--- src/rtl/sprite_cmd_pkg.sv ---
// Shared definitions for the sprite command generator: command word layout,
// opcodes, arbiter FSM states and a word-packing helper.
package sprite_cmd_pkg;

    localparam int OP_MSB  = 31;
    localparam int OP_LSB  = 29;
    localparam int X_MSB   = 28;
    localparam int X_LSB   = 19;
    localparam int Y_MSB   = 18;
    localparam int Y_LSB   = 9;
    localparam int OFS_MSB = 8;
    localparam int OFS_LSB = 0;

    localparam logic [2:0] OP_ACTIVE   = 3'b001;
    localparam logic [2:0] OP_INACTIVE = 3'b000;

    typedef enum logic {
        IDLE,
        SEND
    } state_t;

    function automatic logic [31:0] make_cmd(input logic       active,
                                             input logic [9:0] x,
                                             input logic [9:0] y,
                                             input logic [8:0] ofs);
        logic [31:0] w;
        w                  = '0;
        w[OP_MSB:OP_LSB]   = active ? OP_ACTIVE : OP_INACTIVE;
        w[X_MSB:X_LSB]     = x;
        w[Y_MSB:Y_LSB]     = y;
        w[OFS_MSB:OFS_LSB] = ofs;
        return w;
    endfunction

endpackage

--- src/rtl/sat_step_counter.sv ---
// 10-bit up/down counter that moves by STEP when enabled and saturates at
// [MIN, MAX]; 'changed' flags that the upcoming update alters the value.
module sat_step_counter #(
    parameter int MIN       = 0,
    parameter int MAX       = 1023,
    parameter int STEP      = 1,
    parameter int RESET_VAL = 0
) (
    input  logic       clk,
    input  logic       reset,
    input  logic       en,
    input  logic       inc,
    input  logic       dec,
    output logic [9:0] value,
    output logic       changed
);

    localparam logic [10:0] MIN_W  = 11'(MIN);
    localparam logic [10:0] MAX_W  = 11'(MAX);
    localparam logic [10:0] STEP_W = 11'(STEP);
    localparam logic [9:0]  MIN_V  = 10'(MIN);
    localparam logic [9:0]  MAX_V  = 10'(MAX);
    localparam logic [9:0]  STEP_V = 10'(STEP);
    localparam logic [9:0]  RST_V  = 10'(RESET_VAL);

    logic [9:0]  value_q, value_d;
    logic [10:0] sum;
    logic [10:0] low_lim;

    // Decrement compares before subtracting so an underflow can never wrap.
    always_comb begin
        value_d = value_q;
        sum     = {1'b0, value_q} + STEP_W;
        low_lim = MIN_W + STEP_W;
        if (en && inc && !dec) begin
            value_d = (sum > MAX_W) ? MAX_V : sum[9:0];
        end else if (en && dec && !inc) begin
            value_d = ({1'b0, value_q} < low_lim) ? MIN_V : (value_q - STEP_V);
        end
    end

    always_ff @(posedge clk or posedge reset) begin
        if (reset) begin
            value_q <= RST_V;
        end else begin
            value_q <= value_d;
        end
    end

    assign value   = value_q;
    assign changed = (value_d != value_q);

endmodule

--- src/rtl/sprite_cmd_gen.sv ---
// Multi-sprite position holder that emits one command word per changed sprite
// over a valid/ready link, picking dirty sprites round-robin.
module sprite_cmd_gen #(
    parameter int NUM_SPRITES = 4,
    parameter int X_MIN       = 1,
    parameter int X_MAX       = 620,
    parameter int Y_MIN       = 0,
    parameter int Y_MAX       = 460,
    parameter int STEP        = 1,
    parameter int BASE_OFFSET = 0
) (
    input  logic                           clk,
    input  logic                           reset,
    input  logic [$clog2(NUM_SPRITES)-1:0] sel,
    input  logic                           btn_left,
    input  logic                           btn_right,
    input  logic                           btn_up,
    input  logic                           btn_down,
    input  logic                           btn_toggle,
    input  logic                           move_tick,
    input  logic                           cmd_ready,
    output logic                           cmd_valid,
    output logic [31:0]                    cmd_data
);

    import sprite_cmd_pkg::*;

    localparam int SW = $clog2(NUM_SPRITES);

    state_t                 state_q, state_d;
    logic                   cmd_valid_q, cmd_valid_d;
    logic [31:0]            cmd_data_q, cmd_data_d;
    logic [SW-1:0]          ptr_q, ptr_d;
    logic [SW-1:0]          chosen_q, chosen_d;
    logic [NUM_SPRITES-1:0] dirty_q, dirty_d;
    logic [NUM_SPRITES-1:0] active_q, active_d;
    logic                   toggle_q, toggle_d;

    logic                   sel_ok;
    logic                   tog_rise;
    logic [NUM_SPRITES-1:0] move_en, x_chg, y_chg, tog_hit, set_bits, clr_bits;
    logic [9:0]             x_val [NUM_SPRITES];
    logic [9:0]             y_val [NUM_SPRITES];

    logic                   found;
    logic [SW-1:0]          pick;
    int                     idx;

    assign sel_ok   = ({1'b0, sel} < (SW+1)'(NUM_SPRITES));
    assign tog_rise = btn_toggle & ~toggle_q;
    assign toggle_d = btn_toggle;

    for (genvar i = 0; i < NUM_SPRITES; i++) begin : g_sprite
        assign move_en[i]  = move_tick & sel_ok & (sel == SW'(i));
        assign tog_hit[i]  = tog_rise & sel_ok & (sel == SW'(i));
        assign set_bits[i] = x_chg[i] | y_chg[i] | tog_hit[i];

        sat_step_counter #(
            .MIN(X_MIN), .MAX(X_MAX), .STEP(STEP), .RESET_VAL(X_MIN)
        ) u_x (
            .clk(clk), .reset(reset), .en(move_en[i]),
            .inc(btn_right), .dec(btn_left),
            .value(x_val[i]), .changed(x_chg[i])
        );

        sat_step_counter #(
            .MIN(Y_MIN), .MAX(Y_MAX), .STEP(STEP), .RESET_VAL(Y_MIN)
        ) u_y (
            .clk(clk), .reset(reset), .en(move_en[i]),
            .inc(btn_down), .dec(btn_up),
            .value(y_val[i]), .changed(y_chg[i])
        );
    end

    // Circular search for the first dirty sprite at or after the pointer.
    always_comb begin
        found = 1'b0;
        pick  = '0;
        idx   = 0;
        for (int k = 0; k < NUM_SPRITES; k++) begin
            idx = int'(ptr_q) + k;
            if (idx >= NUM_SPRITES) begin
                idx = idx - NUM_SPRITES;
            end
            if (!found && dirty_q[idx]) begin
                found = 1'b1;
                pick  = SW'(idx);
            end
        end
    end

    always_comb begin
        state_d     = state_q;
        cmd_valid_d = cmd_valid_q;
        cmd_data_d  = cmd_data_q;
        ptr_d       = ptr_q;
        chosen_d    = chosen_q;
        clr_bits    = '0;
        case (state_q)
            IDLE: begin
                if (found) begin
                    cmd_data_d     = make_cmd(active_q[pick], x_val[pick], y_val[pick],
                                              9'(BASE_OFFSET) + 9'(pick));
                    clr_bits[pick] = 1'b1;
                    cmd_valid_d    = 1'b1;
                    chosen_d       = pick;
                    state_d        = SEND;
                end
            end
            SEND: begin
                if (cmd_ready) begin
                    cmd_valid_d = 1'b0;
                    ptr_d       = (chosen_q == SW'(NUM_SPRITES - 1)) ? '0 : chosen_q + 1'b1;
                    state_d     = IDLE;
                end
            end
            default: state_d = IDLE;
        endcase
        // A fresh change outranks the clear so the newer position is re-sent.
        dirty_d  = (dirty_q & ~clr_bits) | set_bits;
        active_d = active_q ^ tog_hit;
    end

    always_ff @(posedge clk or posedge reset) begin
        if (reset) begin
            state_q     <= IDLE;
            cmd_valid_q <= 1'b0;
            cmd_data_q  <= '0;
            ptr_q       <= '0;
            chosen_q    <= '0;
            dirty_q     <= '1;
            active_q    <= '1;
            toggle_q    <= 1'b0;
        end else begin
            state_q     <= state_d;
            cmd_valid_q <= cmd_valid_d;
            cmd_data_q  <= cmd_data_d;
            ptr_q       <= ptr_d;
            chosen_q    <= chosen_d;
            dirty_q     <= dirty_d;
            active_q    <= active_d;
            toggle_q    <= toggle_d;
        end
    end

    assign cmd_valid = cmd_valid_q;
    assign cmd_data  = cmd_data_q;

endmodule

--- config.mk ---
export PLATFORM = sky130hd
export DESIGN_NAME = sprite_cmd_gen
export DESIGN_NICKNAME = d
export VERILOG_FILES = /design/src/rtl/sprite_cmd_pkg.sv /design/src/rtl/sat_step_counter.sv /design/src/rtl/sprite_cmd_gen.sv
export SDC_FILE = /design/constraint.sdc
export NUM_CORES = 1
export LEC_CHECK = 0
export CORE_ASPECT_RATIO = 0.75
export CORE_MARGIN = 4
export CORE_UTILIZATION = 55
export CTS_BUF_LIST = sky130_fd_sc_hd__clkbuf_8 sky130_fd_sc_hd__clkbuf_16
export CTS_CLUSTER_DIAMETER = 60
export DETAILED_ROUTE_END_ITERATION = 10
export GPL_TIMING_DRIVEN = 0
export HOLD_SLACK_MARGIN = 0.02
export PLACE_DENSITY = 0.71
export SLEW_MARGIN = 20
export SYNTH_ARGS = -nofsm -noshare
export SYNTH_HDL_FRONTEND = slang
export SYNTH_HIERARCHICAL = 1
export SYNTH_SLANG_ARGS = --single-unit
--- constraint.sdc ---
create_clock -name clk -period 3.01 [get_ports clk]
set_input_delay 0.602 -clock clk [delete_from_list [all_inputs] [get_ports clk]]
set_output_delay 0.602 -clock clk [all_outputs]
set_load 0.005 [all_outputs]
Word-level counts from Yosys, hierarchy flattened
Index checks and enable logic that the tools add are counted.

Input bits: 11. Logic and storage cells: 228. Register bits after elaboration: 120.

Add/sub/neg operators: 24. Order comparisons: 27. Mux-type cells: 76. Reduce and logical (&&, ||, !) cells: 47. Eq/ne operators: 14. Bitwise operators: 24.

Operators by type and width (count): 10-bit 2-to-1 mux (36); 32-bit by 4-bit < comparator with 1-bit output, second input constant (4); 32-bit 2-to-1 mux (4); 10-bit by 1-bit adder with 11-bit output, second input constant (8); 10-bit inequality test (8); 10-bit by 1-bit subtractor with 10-bit output, second input constant (8); 11-bit by 10-bit > comparator with 1-bit output, second input constant (4); 11-bit by 9-bit > comparator with 1-bit output, second input constant (4); 10-bit binary-select mux with 2-bit select (2); 10-bit by 1-bit < comparator with 1-bit output, second input constant (4); 10-bit by 2-bit < comparator with 1-bit output, second input constant (4); 1-bit logical AND (36); 1-bit 2-to-1 mux (19); 3-bit greater-or-equal comparator, second input constant (4); 3-bit by 3-bit subtractor with 4-bit output, second input constant (3); 1-bit binary-select mux with 2-bit select (5); 2-bit 2-to-1 mux (5); 1-bit AND (9); 4-bit 2-to-1 mux (2); 1-bit bitwise OR (8); 1-bit logical NOT (7); 2-bit by 2-bit adder with 3-bit output, second input constant (2); 2-bit == test, second input constant (3); 2-bit AND reduction (3); other kinds (17) (20).

Longest topological paths before layout
Gate-level depths: netlist (run 1).

Depth after elaboration: 24. Gate-level depth with buffers: 13. Depth with buffers taken out: 11.

Cells and area by module
Netlist (run 1), hierarchy kept.

Modules (own cells, without submodules): sat_step_counter (g_sprite[0].u_x ...) (area an instance 1267.5 µm², cells each 162, times used 4); sat_step_counter (g_sprite[0].u_y ...) (area an instance 1201.2 µm², cells each 152, times used 4); sprite_cmd_gen (area an instance 2263.4 µm², cells each 244, times used 1).

Least setup slack after synthesis (run 1)
No wires, ideal clock.

Kind: input-to-reg. From: in sel[1]. To: reg dirty_q[0]. Buffers on the path: 1. Path slack: 203 ps. Data arrival time: 2721 ps. Stages: 10. Library setup time: 86 ps. Data required time: 2924 ps. Cell sequence: nor3b_1 > nor4bb_1 > buf_4 > and4_4 > nor2_1 > a22oi_1 > o211ai_1 > nor4_2 > o2111ai_1 > a2111o_1.

Longest elaborated chain between the ends: 10. Elaborated cells on any way between the ends: 20.

Ends and longest elaborated chain: start: declaration (RTL line sprite_cmd_gen.sv:14) `input logic [$clog2(NUM_SPRITES)-1:0] sel,`; 2-bit logical NOT * (RTL line sprite_cmd_gen.sv:54) `assign move_en[i] = move_tick & sel_ok & (sel == SW'(i));`; 1-bit AND * (RTL line sprite_cmd_gen.sv:54); 1-bit logical AND (2 in a row) (RTL line sat_step_counter.sv:37) `end else if (en && dec && !inc) begin`; 10-bit 2-to-1 mux (RTL line sat_step_counter.sv:37); 10-bit 2-to-1 mux * (RTL line sat_step_counter.sv:35) `if (en && inc && !dec) begin`; 10-bit inequality test * (RTL line sat_step_counter.sv:51) `assign changed = (value_d != value_q);`; net y_chg[0] (RTL line sprite_cmd_gen.sv:41) `logic [NUM_SPRITES-1:0] move_en, x_chg, y_chg, tog_hit, set_bits, clr_bits;`; 1-bit bitwise OR * (2 in a row) (RTL line sprite_cmd_gen.sv:56) `assign set_bits[i] = x_chg[i] | y_chg[i] | tog_hit[i];`; 4-bit bitwise OR * (RTL line sprite_cmd_gen.sv:120) `dirty_d = (dirty_q & ~clr_bits) | set_bits;`; net dirty_d[0] (RTL line sprite_cmd_gen.sv:35) `logic [NUM_SPRITES-1:0] dirty_q, dirty_d;`; end signal: assignment (RTL line sprite_cmd_gen.sv:140) `dirty_q <= dirty_d;`; end: declaration (RTL line sprite_cmd_gen.sv:35).

The timed path passes the listed nets; every way through them passes the cells marked *. A chain may end at the register's enable or synchronous reset.

Final worst setup path (run 1)
From: reg g_sprite[2].u_y.value_q[1]. To: reg dirty_q[2].

Longest elaborated chain between the ends: 8. Elaborated cells on any way between the ends: 12.

Ends and longest elaborated chain: start: declaration (RTL line sat_step_counter.sv:26) `logic [9:0] value_q, value_d;`; start signal: assignment (RTL line sat_step_counter.sv:46) `value_q <= value_d;`; 10-bit by 1-bit adder with 11-bit output, or another cell as far along (RTL line sat_step_counter.sv:33) `sum = {1'b0, value_q} + STEP_W;`; 11-bit by 9-bit > comparator with 1-bit output or 10-bit 2-to-1 mux (tied branches) (RTL line sat_step_counter.sv:36, sat_step_counter.sv:38); 10-bit 2-to-1 mux (on tied branches) (RTL line sat_step_counter.sv:36, sat_step_counter.sv:37); 10-bit 2-to-1 mux (RTL line sat_step_counter.sv:35); 10-bit inequality test * (RTL line sat_step_counter.sv:51); net y_chg[2] (RTL line sprite_cmd_gen.sv:41); 1-bit bitwise OR * (2 in a row) (RTL line sprite_cmd_gen.sv:56); 4-bit bitwise OR * (RTL line sprite_cmd_gen.sv:120); net dirty_d[2] (RTL line sprite_cmd_gen.sv:35).

Marks and branches as above.

==> metrics.csv, run 1 <==
metric,value,unit
synth_flop_cell,dfrtp_1,
skew,10.6,ps
vias,12800,
netlist_area,12100,sq um
worst-path-buf-inv,3,
die_x,180,um
wl,38900,um
fp-row-count,46,
critPathMaxStageDelay,470,ps
async_flop_share,1.00,
finalCriticalPeriod,2950,ps
cp_cell_sequence,buf_2 -> inv_1 -> ha_1 -> nor4b_2 -> and4_4 -> or2_1 -> buf_6 -> a21oi_2 -> o211ai_1 -> nor4_2 -> o2111ai_1 -> nor2_1 -> nand3_1,
start_util,0.567,
grt_remaining_overflow,0,
grt_max_degree,32,
yosysWarningCount,6,
final_cell_area,13600,sq um
drt_pass1_iterations,5,
hold_viol,0,
stdcell_count,1866,
cts.sinks,116,
vias_per_cell,6.84,
maxSlewHeadroom,0.526,
drive_gt1_frac,0.188,
dp_hpwl,29400,um
fin_setup_tns,0,ps
drt.antenna.violating_nets,0,
synth_edf_count,0,
die-area,24500,sq um
avgSynthCellArea,8.09,sq um
crit_slowest_cell,dfrtp_1,
portBuffers,33,
diodes,0,
path_class,reg -> reg,
gp_congestion,0.979,
period_share,0.981,
core,21400,sq um
required,3360,ps
fin_nets,1593,
track_usage,0.311,
status,finished clean,
dpl_worst_slack,-1320,ps
hold-worst-slack,457,ps
cp-start-kind,register,
endpoint_kind,register,
grt_antenna_before_repair,1,
setup_viol,0,
power.total,11.5,mW
tritoncts,yes,
insertion_delay,430,ps
grt_pass1_vias,11000,
area_growth,12.4,%
placed_cell_area,12900,sq um
clockRootBuffer,clkbuf_16,
grt_pass1_wl,61700,um
synth_cell_types,97,
ir_drop,0.000464,V
placed_cells,1830,
route.detailed.drc,0,
wire_per_inst,20.9,um
htreeDepth,4,
nFillCells,1926,
path_clk_slew,60,ps
worst_hold_path_type,in -> reg,
layout_setup_ws,58.0,ps
synth-seq-cells,116,
final_util,0.637,
critPathArrivalTime,3300,ps
pin_count,44,
clk_path_buf_depth,2,
drv_slew,0,
cts_hold_buf,0,
postSynthCellCount,1500,
dr.first_iter.drc_count,1766,
die_h,137,um
rsz0062_at_grt,true,
fmax,339,MHz
max_cap_violations,0,
p_leak,5.28,nW
ys_seq_area_frac,0.240,
worst_slew_pin_slew,701,ps
critPathTopFamily,simple AND/OR/NAND/NOR gates,
path_max_fanout,10,
power_density,844,nW/um^2
cts_buffers,17,
flip-flops by register name, indices dropped and copies added, names as in the netlist:
signal / flops
dirty_q: 4
toggle_q: 1
cmd_data: 22
g_sprite.u_y/value: 40
state_q: 1
ptr_q: 2
chosen_q: 1
cmd_valid: 1
g_sprite.u_x/value: 40
active_q: 4
report_power, final:
part	switching (mW)	internal, mW	total (mW)
clock network	0.726	1.30	2.03
logic	3.86	2.58	6.45
registers	0.873	2.17	3.05
cells in the final DEF (no fill, tap or decap), types with 13 or more instances in the layout:
cell / count
ha_1: 16
o21a_1: 17
o31a_1: 16
a21oi_1: 84
a21o_1: 20
nand3b_1: 17
buf_6: 23
nand2_1: 106
and3b_1: 16
nand2b_1: 20
mux2i_1: 22
nor2_1: 124
buf_4: 30
buf_2: 48
nor3_1: 42
o21ai_0: 79
clkbuf_1: 35
a31oi_1: 23
xnor2_1: 22
o22ai_1: 34
clkbuf_16: 17
dfrtp_1: 100
nand3_1: 57
nor4_1: 13
clkdlybuf4s50_1: 27
a221oi_1: 26
inv_1: 62
nand4_1: 28
nand3_2: 13
o31ai_1: 25
o211ai_1: 16
layout make-up:
class                      count  area, sq um  area share
multi-input combinational   1184         8290       0.607
sequential                   116         2920       0.214
buffer                       144          867      0.0636
clock buffer                  18          439      0.0322
timing repair buffer          43          395      0.0290
tap                          288          360      0.0264
inverter                      59          221      0.0162
clock inverter                14          149      0.0109
routing by layer:
| layer | up-vias | global-route usage | wire (um) |
|---|---|---|---|
| li1 | 5821 | - | - |
| met1 | 6152 | 0.508 | 18600 |
| met2 | 745 | 0.409 | 15400 |
| met3 | 43 | 0.0704 | 4440 |
| met4 | 0 | 0.0575 | 518 |
| met5 | - | 0 | 0 |
Yosys cell counts, drive strengths merged, types with 23 or more instances:
| library cell | number | area (sq um) |
|---|---|---|
| nand3 | 74 | 485 |
| nor2 | 130 | 498 |
| nand2 | 106 | 398 |
| inv | 59 | 221 |
| o31ai | 34 | 344 |
| nor4 | 25 | 231 |
| a21oi | 89 | 460 |
| a31oi | 23 | 144 |
| o21ai | 85 | 440 |
| nand4 | 32 | 225 |
| nor3 | 42 | 210 |
| dfrtp | 104 | 2600 |
| a221oi | 26 | 228 |
| o22ai | 34 | 213 |
| clkbuf | 48 | 185 |
| buf | 101 | 691 |
worst paths after layout:
kind / from / end / slack (ps) / cells after the start
hold reg to reg: active_q[3] / active_q[3] / 490 / 1
min in group asynchronous: reset / cmd_data[9] / 880 / 2
setup / recovery: g_sprite[2].u_y/value[1] / dirty_q[2] / 60 / 13
hold / removal: btn_right / g_sprite[1].u_x/value[0] / 460 / 2
max in group asynchronous: reset / g_sprite[1].u_x/value[0] / 1590 / 2
setup reg to reg: g_sprite[2].u_y/value[1] / dirty_q[2] / 60 / 13
cells by family after synthesis:
kind of cell             after synthesis  synth area share
AO/OA/AOI/OAI                        517             0.323
XOR/XNOR                              36            0.0284
adder cells (fa/ha/maj)               17            0.0175
buffers and inverters                208            0.0904
flip-flops                           116             0.240
multiplexers                          27            0.0228
other                                  1          0.000309
AND/OR/NAND/NOR                      578             0.277
repair_timing:
item / 4_1_cts / 5_1_grt
endpoints found under the hold margin: 0 / 0
gates cloned: 0 / 1
buffers inserted: 2 / 6
pin swaps: 1 / 7
resized for setup: 24 / 33
setup endpoints to repair: 34 / 4
Note: power is estimated with default switching activity, not from simulation.
==> inputs of run 2 (changes only) <==
- CAP_MARGIN: unset -> 15
==> results of run 2 <==
No change in the layout: final DEF, timing and power equal those of run 1.
==> inputs of run 3 (changes only) <==
- PLACE_DENSITY: 0.71 -> 0.74
- SKIP_CTS_REPAIR_TIMING: unset -> 1
- clock period: 3.01 -> 2.5 ns (I/O delays scaled with it)
==> run 3 against run 2 <==
Against the previous run: the flow now finishes with violations (negative setup slack); sequential power is 23% higher; die area stayed put; cell count is 2.1% higher; critical endpoint unchanged; combinational power is 35% higher.
==> metrics.csv, run 3 (synthesized netlist as in run 1, its figures left out) <==
metric,value,unit
status,"finished, violations left",
violations,negative setup slack,
ir_drop,0.000557,V
final_cell_area,14500,sq um
setup_viol,4,
portBuffers,33,
drt_pass1_iterations,6,
timing.rr.end,dirty_q[2],
path_class,reg -> reg,
fin_setup_tns,-676,ps
maxSlewHeadroom,0.583,
start_util,0.567,
hold_depth,2,
net-switching-power,7.05,mW
p_int,7.89,mW
grt_remaining_overflow,0,
p_leak,5.61,nW
drv_slew,0,
insertion_delay,420,ps
track_usage,0.305,
r2r_cells,12,
wire_per_inst,21.1,um
drt.antenna.violating_nets,0,
clk_path_buf_depth,2,
fp-row-count,46,
core,21400,sq um
critPathArrivalTime,3040,ps
dr.first_iter.drc_count,2067,
power.share.combinational,0.582,
vias,13000,
hold_end,g_sprite[3].u_x/value[0],
cts_buffers,17,
area_growth,19.6,%
max_cap_violations,0,
route.detailed.drc,0,
p_clk_frac,0.167,
seq_area,2940,sq um
power_density,1030,nW/um^2
layout_commonest_cell,nor2_1,
final_util,0.678,
grt_pass1_vias,10800,
die_h,137,um
worst_hold_path_type,in -> reg,
min-delay-start,btn_right,
final_cell_mix,"nor2_1, nand2_1, dfrtp_1",
cts.sinks,116,
diodes,0,
cp-start-kind,register,
path_clk_slew,60,ps
tritoncts,yes,
multi_input_area,8730,sq um
fmax,371,MHz
die_x,180,um
worst_slew_pin_slew,617,ps
grt_pass1_wl,60900,um
period_share,1.08,
grt_antenna_before_repair,1,
hold_viol,0,
r2r-start,g_sprite[2].u_y/value[1],
dp_hpwl,29300,um
setup.worst_path.start,g_sprite[2].u_y/value[1],
p_seq_frac,0.251,
vias_per_cell,6.82,
clockRootBuffer,clkbuf_16,
required,2840,ps
path_max_fanout,6,
pin_count,44,
placed_cell_area,12900,sq um
hold-worst-slack,353,ps
fin_nets,1632,
wl,40200,um
nFillCells,1763,
swShare,0.472,
drive_gt1_frac,0.245,
die-area,24500,sq um
finalCriticalPeriod,2690,ps
dpl_worst_slack,-1390,ps
skew,5.20,ps
htreeDepth,4,
endpoint_kind,register,
grt_max_degree,21,
r2r_slack,-190,ps
layout_setup_ws,-194,ps
gp_congestion,0.996,
rsz0062_at_grt,true,
## run 3: cell types whose count changed in the layout (fill, tap and decap cells not counted), sizes merged
cell / change
buf: +38
clkbuf: +3
clkinv: +3
clkinvlp: -2
inv: -2
clkdlybuf4s15: -1
dlygate4sd2: -1
dlymetal6s2s: +1
## run 3: routing by layer
layer,track usage,up-vias,share of wire
li1,-,5914,-
met1,0.488,6185,0.45
met2,0.420,842,0.41
met3,0.0685,50,0.12
met4,0.0516,0,0.012
met5,0,-,0
## run 3: final cells by class
type | instances | area share
Buffer | 137 | 0.0628
Clock buffer | 19 | 0.0312
Clock inverter | 13 | 0.00974
Inverter | 59 | 0.0156
Multi-Input combinational cell | 1184 | 0.601
Sequential cell | 116 | 0.202
Tap cell | 288 | 0.0248
Timing Repair Buffer | 89 | 0.0524
## run 3: worst max path at each step
stage / slack (ps) / to
after detailed placement: -1390 / dirty_q[0]
after floorplan: -40 / dirty_q[0]
after global placement: -1340 / dirty_q[0]
after CTS: -960 / dirty_q[0]
after global routing: -280 / dirty_q[1]
final: -190 / dirty_q[2]
## run 3: worst max-delay path, cell delays in order (launching register included)
cell       delay (ps)
dfrtp_2           440
buf_6             140
inv_1             110
ha_4              150
nor4b_4           300
and4_4            310
nor2_1             70
a22oi_1           170
o211ai_1          120
nor4_2            330
o2111ai_2         230
nor2_1            140
nand3_1            80
## run 3: through the flow
stage	instances	power, mW
after CTS	1862	13.6
after global placement	1829	10.9
after global routing	1905	15.7
after detailed placement	1830	11.0
after floorplan	1508	8.81
final	1905	14.9
## run 3: power by group through the flow
stage          Sequential [mW]  Clock, mW  Combinational, mW
2_1_floorplan             3.21          0               5.60
3_3_place_gp              3.62          0               7.28
3_5_place_dp              3.64          0               7.40
4_1_cts                   3.62       2.51               7.45
5_1_grt                   3.82       2.60               9.27
6_report                  3.75       2.49               8.69
